## config.mk

```make
export PLATFORM = sky130hd
export DESIGN_NAME = tty_write_arbiter
export DESIGN_NICKNAME = d
export VERILOG_FILES = /design/src/rtl/tty_write_arbiter.sv
export SDC_FILE = /design/constraint.sdc
export NUM_CORES = 1
export LEC_CHECK = 0
export CELL_PAD_IN_SITES_DETAIL_PLACEMENT = 0
export CELL_PAD_IN_SITES_GLOBAL_PLACEMENT = 1
export CORE_UTILIZATION = 47
export DETAILED_ROUTE_END_ITERATION = 12
export GPL_ROUTABILITY_DRIVEN = 1
export PLACE_DENSITY_LB_ADDON = 0.15
export SYNTH_ARGS = -nofsm -noshare
export SYNTH_HDL_FRONTEND = slang
export SYNTH_SLANG_ARGS = --single-unit
```

## constraint.sdc

```tcl
create_clock -name clk_50mhz -period 3.53 [get_ports clk_50mhz]
set_clock_uncertainty 0.2 [all_clocks]
set_input_delay 0.8825 -clock clk_50mhz [delete_from_list [all_inputs] [get_ports clk_50mhz]]
set_output_delay 0.8825 -clock clk_50mhz [all_outputs]
set_load 0.03 [all_outputs]
```

## src/rtl/tty_write_arbiter.sv

```systemverilog
// tty_write_arbiter: three source FIFOs drained round-robin into the VGA text-memory write port
module tty_write_arbiter #(
  parameter int DEPTH = 4,
  parameter int AW    = 2
) (
  input  logic       clk_50mhz,
  input  logic       rst,
  input  logic       cpu_write,
  input  logic [7:0] cpu_wdata,
  input  logic       uart_valid,
  input  logic [7:0] uart_data,
  input  logic       kbd_valid,
  input  logic [7:0] kbd_data,
  input  logic       cpu_read,
  input  logic       vm_ready,
  output logic       vm_write,
  output logic [7:0] vm_data,
  output logic [1:0] vm_src,
  output logic [7:0] key_data,
  output logic       key_pending,
  output logic [2:0] ovf,
  input  logic       ovf_clr
);
  localparam logic [AW:0] ONE = 1;
  localparam logic [AW:0] MSB = {1'b1, {AW{1'b0}}};
  logic [7:0] r_mem [3][DEPTH];
  logic [AW:0] r_wp [3];
  logic [AW:0] r_rp [3];
  logic [7:0] w_din [3];
  logic [2:0] w_stb, w_empty, w_full, w_push, w_drop, w_pop;
  logic [1:0] r_last, w_c0, w_c1, w_c2, w_gnt;
  logic w_any, w_load;
  logic r_vm_write;
  logic [7:0] r_vm_data, r_key_data;
  logic [1:0] r_vm_src;
  logic r_key_pending;
  logic [2:0] r_ovf;

  function automatic logic [1:0] nxt(input logic [1:0] s);
    return s == 2'd2 ? 2'd0 : s + 2'd1;
  endfunction

  assign w_stb  = {kbd_valid, uart_valid, cpu_write};
  assign w_din[0] = cpu_wdata;
  assign w_din[1] = uart_data;
  assign w_din[2] = kbd_data;

  // Per-FIFO status; a full FIFO still accepts a push when it is popped at the same edge.
  always_comb begin
    for (int i = 0; i < 3; i++) begin
      w_empty[i] = r_wp[i] == r_rp[i];
      w_full[i]  = (r_wp[i] ^ r_rp[i]) == MSB;
      w_push[i]  = w_stb[i] && (!w_full[i] || w_pop[i]);
      w_drop[i]  = w_stb[i] && !w_push[i];
    end
  end

  // Round-robin search starting after the last granted source.
  always_comb begin
    w_c0  = nxt(r_last);
    w_c1  = nxt(w_c0);
    w_c2  = nxt(w_c1);
    w_gnt = !w_empty[w_c0] ? w_c0 : !w_empty[w_c1] ? w_c1 : w_c2;
  end

  assign w_any  = ~&w_empty;
  assign w_load = !r_vm_write || vm_ready;
  assign w_pop  = (w_load && w_any) ? (3'b001 << w_gnt) : 3'b000;

  // FIFO storage and pointers.
  always_ff @(posedge clk_50mhz) begin
    if (rst) begin
      for (int i = 0; i < 3; i++) begin
        r_wp[i] <= '0;
        r_rp[i] <= '0;
      end
    end else begin
      for (int i = 0; i < 3; i++) begin
        if (w_push[i]) begin
          r_mem[i][r_wp[i][AW-1:0]] <= w_din[i];
          r_wp[i] <= r_wp[i] + ONE;
        end
        if (w_pop[i]) r_rp[i] <= r_rp[i] + ONE;
      end
    end
  end

  // Output holding slot: reload whenever empty or being consumed.
  always_ff @(posedge clk_50mhz) begin
    if (rst) begin
      r_vm_write <= 1'b0;
      r_vm_data  <= 8'h00;
      r_vm_src   <= 2'd0;
      r_last     <= 2'd2;
    end else if (w_load) begin
      r_vm_write <= w_any;
      if (w_any) begin
        r_vm_data <= r_mem[w_gnt][r_rp[w_gnt][AW-1:0]];
        r_vm_src  <= w_gnt;
        r_last    <= w_gnt;
      end
    end
  end

  // Keyboard readback latch; a new key beats a simultaneous read.
  always_ff @(posedge clk_50mhz) begin
    if (rst) begin
      r_key_data    <= 8'h00;
      r_key_pending <= 1'b0;
    end else if (kbd_valid) begin
      r_key_data    <= kbd_data;
      r_key_pending <= 1'b1;
    end else if (cpu_read) begin
      r_key_pending <= 1'b0;
    end
  end

  // Sticky overflow flags; a new drop beats a simultaneous clear.
  always_ff @(posedge clk_50mhz) begin
    if (rst) r_ovf <= 3'b000;
    else r_ovf <= (ovf_clr ? 3'b000 : r_ovf) | w_drop;
  end

  assign vm_write    = r_vm_write;
  assign vm_data     = r_vm_data;
  assign vm_src      = r_vm_src;
  assign key_data    = r_key_data;
  assign key_pending = r_key_pending;
  assign ovf         = r_ovf;
endmodule
```

==> impl_metrics.env, run 1 <==
export IMPL_syn_avg_cell_area_um2=13.10
export IMPL_cts_sinks=138
export IMPL_grtUsageTotal=0.2184
export IMPL_root_buffer="clkbuf_16"
export IMPL_p_per_area_mw_per_mm2=922.1
export IMPL_path_max_fanout=32
export IMPL_path_clk_slew_ns=0.06
export IMPL_instances_no_fill=696
export IMPL_syn_inst=454
export IMPL_initial_core_util=0.4891
export IMPL_worst_path_buf_inv=0
export IMPL_clock_latency_ns=0.42
export IMPL_routed_wl_mm=13.28
export IMPL_synth_top_cell_area_share=0.5755
export IMPL_seq_area_mm2=0.003904
export IMPL_fill_cells=1008
export IMPL_drive_gt1_frac=0.1326
export IMPL_diodes=0
export IMPL_vias=3705
export IMPL_syn_num_nets=501
export IMPL_ys_ff_latch=138
export IMPL_min_delay_path_class="register to register"
export IMPL_core_area_mm2=0.01216
export IMPL_max_stage_delay_ns=0.50
export IMPL_grt_pass1_vias=3771
export IMPL_cts_htree_levels=4
export IMPL_synth_distinct_cells=55
export IMPL_grt_pass1_wl_mm=20.27
export IMPL_cts_tree="done"
export IMPL_fin_crit_sh=0.8971
export IMPL_end_kind="register"
export IMPL_first_pass_iters=4
export IMPL_hpwlAfterDp_mm=9.460
export IMPL_die_w_um=114.5
export IMPL_fmax_mhz=315.8
export IMPL_antenna_found_initial=0
export IMPL_die_h_um=114.5
export IMPL_finalHoldViolCount=0
export IMPL_start_kind="register"
export IMPL_finalWeightedCongestion=0.8443
export IMPL_ys_warn_count=0
export IMPL_tns_ns=0
export IMPL_drt_iter0_markers=191
export IMPL_drtAntennaViolNets=0
export IMPL_vdd_drop_max_v=0.0006513
export IMPL_synthesis_area_mm2=0.005948
export IMPL_fin_crit_ns=3.167
export IMPL_synth_edf_count=114
export IMPL_synth_main_ff_cell="edfxtp_1"
export IMPL_placed_cells=664
export IMPL_setup_viol=0
export IMPL_cts_resized_gates=0
export IMPL_portBuffers=54
export IMPL_status="finished, final reports clean"
export IMPL_slew_viol_final=0
export IMPL_cts_setup_buffers=0
export IMPL_p_leak_nw=2.649
export IMPL_slew_headroom=0.6717
export IMPL_synthArstFlopShare=0
export IMPL_hold_buffers=0
export IMPL_cts_max_path_buffers=2
export IMPL_multi_input_area_mm2=0.001892
export IMPL_crit_chain="xor2_1, nor3_1, a32o_2, a31o_1, o22a_4, mux2_2, o221ai_1, a221oi_1"
export IMPL_cts_buffers=17
export IMPL_yosysTopAreaCell="edfxtp_1"
export IMPL_crit_arrival_ns=3.24
export IMPL_wl_per_cell_um=19.08
export IMPL_rows=40
export IMPL_critPathSlowestCell="edfxtp_1"
export IMPL_nets=562
export IMPL_synthTopCellsByArea="edfxtp_1 (58%), dfxtp_1 (8.1%), nor2_1 (4.2%)"
export IMPL_crit_type="register to register"
export IMPL_grt_start_max_net_pins=33
export IMPL_drc_errors=0
export IMPL_die_area_mm2=0.01311
export IMPL_yosysSeqAreaShare=0.6563
export IMPL_ios=55
export IMPL_area_growth_pct=22.38
export IMPL_gr_total_overflow=0
export IMPL_drv_cap=0
export IMPL_crit_required_ns=3.60
export IMPL_rsz0062_at_grt="false"
export IMPL_avgViaCountPerCell=5.323
export IMPL_critPathTopFamily="compound AO/OA/AOI/OAI gates"
export IMPL_tightest_slew_ns=0.4887
-- final timing paths --
path | startpoint | cells after the start | endpoint | slack [ns]
setup / recovery | r_rp[1][0] | 8 | vm_data[4] | 0.36
hold / removal | ovf[1] | 2 | ovf[1] | 0.27
setup reg to reg | r_rp[1][0] | 8 | vm_data[4] | 0.36
hold reg to reg | ovf[1] | 2 | ovf[1] | 0.27
-- layout make-up --
type                            instances  share of cell area
Timing Repair Buffer                   64             0.08457
Inverter                               14            0.007219
Clock inverter                         15             0.02475
Sequential cell                       138              0.5363
Multi-Input combinational cell        280              0.2599
Clock buffer                           17             0.05844
Tap cell                              168             0.02888
-- cell usage in the layout (no fill, tap or decap), drive strengths merged, types with 7 or more instances in the layout --
cell type	instances
a21oi	12
a221oi	7
a311oi	7
a31oi	9
and2	13
buf	10
clkbuf	17
clkdlybuf4s50	54
clkinv	9
dfxtp	24
edfxtp	114
ha	15
inv	15
mux2	16
mux2i	15
nand2	45
nor2	67
o221ai	7
xnor2	9
-- per-layer routing --
metal	vias to the layer above	track usage	routed length, um
met5	-	0	0
met4	0	0.1039	248
met3	16	0.04659	588
met2	86	0.3762	6832
met1	1823	0.2615	5608
li1	1780	-	-
-- cell usage after synthesis, drive strengths merged, types with 7 or more instances --
cell    count
nand2      45
mux2i      15
nor2       67
a31oi       9
buf         9
and2       13
dfxtp      24
a311oi      7
o221ai      7
xnor2       9
a221oi      7
ha         15
a21oi      12
clkbuf     13
inv        14
edfxtp    114
mux2       16
-- through the flow --
stage,worst slack (ns),utilization,instance area (um^2),hold WS (ns),total power [mW]
6_report,0.3631,0.5986,7279,0.2663,6.713
5_1_grt,0.1793,0.5986,7279,0.2981,7.062
4_1_cts,0.3814,0.5986,7279,0.2688,6.751
3_5_place_dp,0.2443,0.5488,6674,0.2563,4.913
3_3_place_gp,0.3318,0.5488,6674,0.2485,4.870
2_1_floorplan,0.8041,-,5948,0.2745,4.207
-- where the power goes --
part / leakage, nW / total [mW] / switching [mW] / internal, mW
combinational: 1.09 / 2.60 / 1.59 / 1.01
sequential: 1.26 / 2.30 / 0.199 / 2.10
clock: 0.297 / 1.82 / 0.652 / 1.17
-- worst reg2reg max path, cell delays in order (launching register included) --
cell and delay [ns]:
edfxtp_1 0.50, xor2_1 0.24, nor3_1 0.45, a32o_2 0.33
a31o_1 0.13, o22a_4 0.44, mux2_2 0.42, o221ai_1 0.23
a221oi_1 0.08
-- state kept, by name, summed over array words and instances, names as in the netlist --
signal       flops
vm_src           1
r_mem           96
r_wp             9
key_data         8
r_rp             9
r_last           2
vm_write         1
key_pending      1
ovf              3
vm_data          8
-- cell families after synthesis --
group | after synthesis | share of synthesized area
compound gates | 62 | 0.08561
buf+inv | 36 | 0.02692
simple gates | 157 | 0.1195
fa+ha+maj | 15 | 0.03155
flops | 138 | 0.6563
mux | 31 | 0.05553
xor+xnor | 15 | 0.02461
(Power assumes the default switching activity.)
==> run 2: changes to the inputs <==
SLEW_MARGIN = 20   (was unset)
==> results of run 2 <==
No change in the layout: final DEF, timing and power equal those of run 1.
==> run 3: changes to the inputs <==
CORE_UTILIZATION = 45   (was 47)
MAX_ROUTING_LAYER = met4   (was unset)
==> run 3 against run 2 <==
Net effect: setup slack better by 0.12 ns; count of clock-buffer cells in the layout is 5 higher; critical path type unchanged; largest power group unchanged; sequential power hardly changed.
==> impl_metrics.env, run 3 (synthesized netlist as in run 1, its figures left out) <==
export IMPL_status="finished, final reports clean"
export IMPL_finalWeightedCongestion=0.8569
export IMPL_crit_arrival_ns=3.13
export IMPL_root_buffer="clkbuf_16"
export IMPL_clock_latency_ns=0.42
export IMPL_worst_path_buf_inv=0
export IMPL_cts_resized_gates=0
export IMPL_slew_headroom=0.6865
export IMPL_gr_total_overflow=0
export IMPL_use_met2=0.3527
export IMPL_cts_max_path_buffers=2
export IMPL_utilization=0.5660
export IMPL_initial_core_util=0.4657
export IMPL_fin_crit_ns=3.052
export IMPL_cts_setup_buffers=0
export IMPL_seqPwrFrac=0.352
export IMPL_fin_ws_ns=0.4784
export IMPL_min_delay_path_class="register to register"
export IMPL_reg2reg_slack_ns=0.48
export IMPL_nets=562
export IMPL_rsz0062_at_grt="false"
export IMPL_grt_pass1_vias=3645
export IMPL_finalHoldViolCount=0
export IMPL_fin_crit_sh=0.8645
export IMPL_seq_area_mm2=0.003904
export IMPL_antenna_found_initial=0
export IMPL_fill_cells=1064
export IMPL_die_area_mm2=0.01368
export IMPL_p_comb_frac=0.394
export IMPL_swShare=0.3697
export IMPL_grt_start_max_net_pins=33
export IMPL_first_pass_iters=5
export IMPL_fmax_mhz=327.7
export IMPL_grt_busiest_layer="met2"
export IMPL_vias=3652
export IMPL_p_sw_mw=2.400
export IMPL_end_kind="register"
export IMPL_drt_iter0_markers=283
export IMPL_grt_pass1_wl_mm=19.93
export IMPL_die_w_um=117.0
export IMPL_tightest_slew_ns=0.4666
export IMPL_crit_required_ns=3.61
export IMPL_grtUsageTotal=0.2132
export IMPL_hold_ws_ns=0.2537
export IMPL_tns_ns=0
export IMPL_cts_htree_levels=4
export IMPL_p_per_area_mw_per_mm2=897.9
export IMPL_met3_usage=0.05458
export IMPL_final_common_cell="edfxtp_1"
export IMPL_area_growth_pct=21.54
export IMPL_postPlaceCellArea_mm2=0.006679
export IMPL_wl_per_cell_um=18.23
export IMPL_cts_tree="done"
export IMPL_critPathSlowestCell="edfxtp_1"
export IMPL_final_cell_mix="edfxtp_1 (114), nor2_1 (67), clkdlybuf4s50_1 (54), nand2_1 (45), dfxtp_1 (24)"
export IMPL_p_leak_nw=2.622
export IMPL_finalPower_mw=6.491
export IMPL_fin_area_mm2=0.007229
export IMPL_critPathTopFamily="compound AO/OA/AOI/OAI gates"
export IMPL_max_stage_delay_ns=0.48
export IMPL_core_area_mm2=0.01277
export IMPL_crit_type="register to register"
export IMPL_portBuffers=54
export IMPL_dpl_worst_slack_ns=0.2340
export IMPL_drive_gt1_frac=0.1326
export IMPL_instances_no_fill=700
export IMPL_p_int_mw=4.091
export IMPL_placed_cells=668
export IMPL_grtUsageMet1=0.2549
export IMPL_clockPowerShare=0.253
export IMPL_drv_cap=0
export IMPL_drc_errors=0
export IMPL_largest_reg_flops=96
export IMPL_avgViaCountPerCell=5.217
export IMPL_vdd_drop_max_v=0.0005135
export IMPL_setup_viol=0
export IMPL_start_kind="register"
export IMPL_path_max_fanout=32
export IMPL_hpwlAfterDp_mm=9.295
export IMPL_routed_wl_mm=12.76
export IMPL_multi_input_area_mm2=0.001892
export IMPL_cts_buffers=17
export IMPL_diodes=0
export IMPL_slew_viol_final=0
export IMPL_ios=55
export IMPL_hold_buffers=0
export IMPL_path_clk_slew_ns=0.06
export IMPL_cts_sinks=138
export IMPL_crit_chain="xor2_1, nor3_1, a32o_2, a31o_1, o22a_4, mux2_2, o221ai_1, a221oi_1"
export IMPL_drtAntennaViolNets=0
export IMPL_die_h_um=117.0
export IMPL_rows=41
[run 3: cell count changes in the layout (fill, tap and decap cells not counted), moves of 2 or more]
cell,before,now
bufinv_16,4,1
clkbuf_1,0,4
clkinv_1,4,0
clkinv_4,1,3
[run 3: metal layers]
layer  vias up  share of wire
met4         0          0.016
met3        10          0.038
li1       1777              -
met2        79           0.51
met5         -              0
met1      1786           0.44
[run 3: tightest hold or removal path, cell delays in order (launching register included)]
cell and delay (ns):
dfxtp_1 0.31, nand2_1 0.05, a21oi_1 0.05
[run 3: layout make-up]
cell class,instances,area share
Multi-Input combinational cell,280,0.2617
Inverter,14,0.007269
Tap cell,172,0.02977
Clock buffer,22,0.06282
Clock inverter,10,0.01333
Timing Repair Buffer,64,0.08515
Sequential cell,138,0.5400
[run 3: power by group through the flow]
stage	Clock, mW	Sequential [mW]	Combinational [mW]
3_5_place_dp	0	2.33	2.56
3_3_place_gp	0	2.32	2.56
6_report	1.65	2.29	2.56
2_1_floorplan	0	2.37	1.84
5_1_grt	1.75	2.33	2.83
4_1_cts	1.67	2.29	2.58
[run 3: worst paths after layout]
path / depth (start not counted) / startpoint / end
max: 8 / r_rp[1][0] / vm_data[1]
min: 2 / ovf[1] / ovf[1]
max reg2reg: 8 / r_rp[1][0] / vm_data[1]
min reg2reg: 2 / ovf[1] / ovf[1]
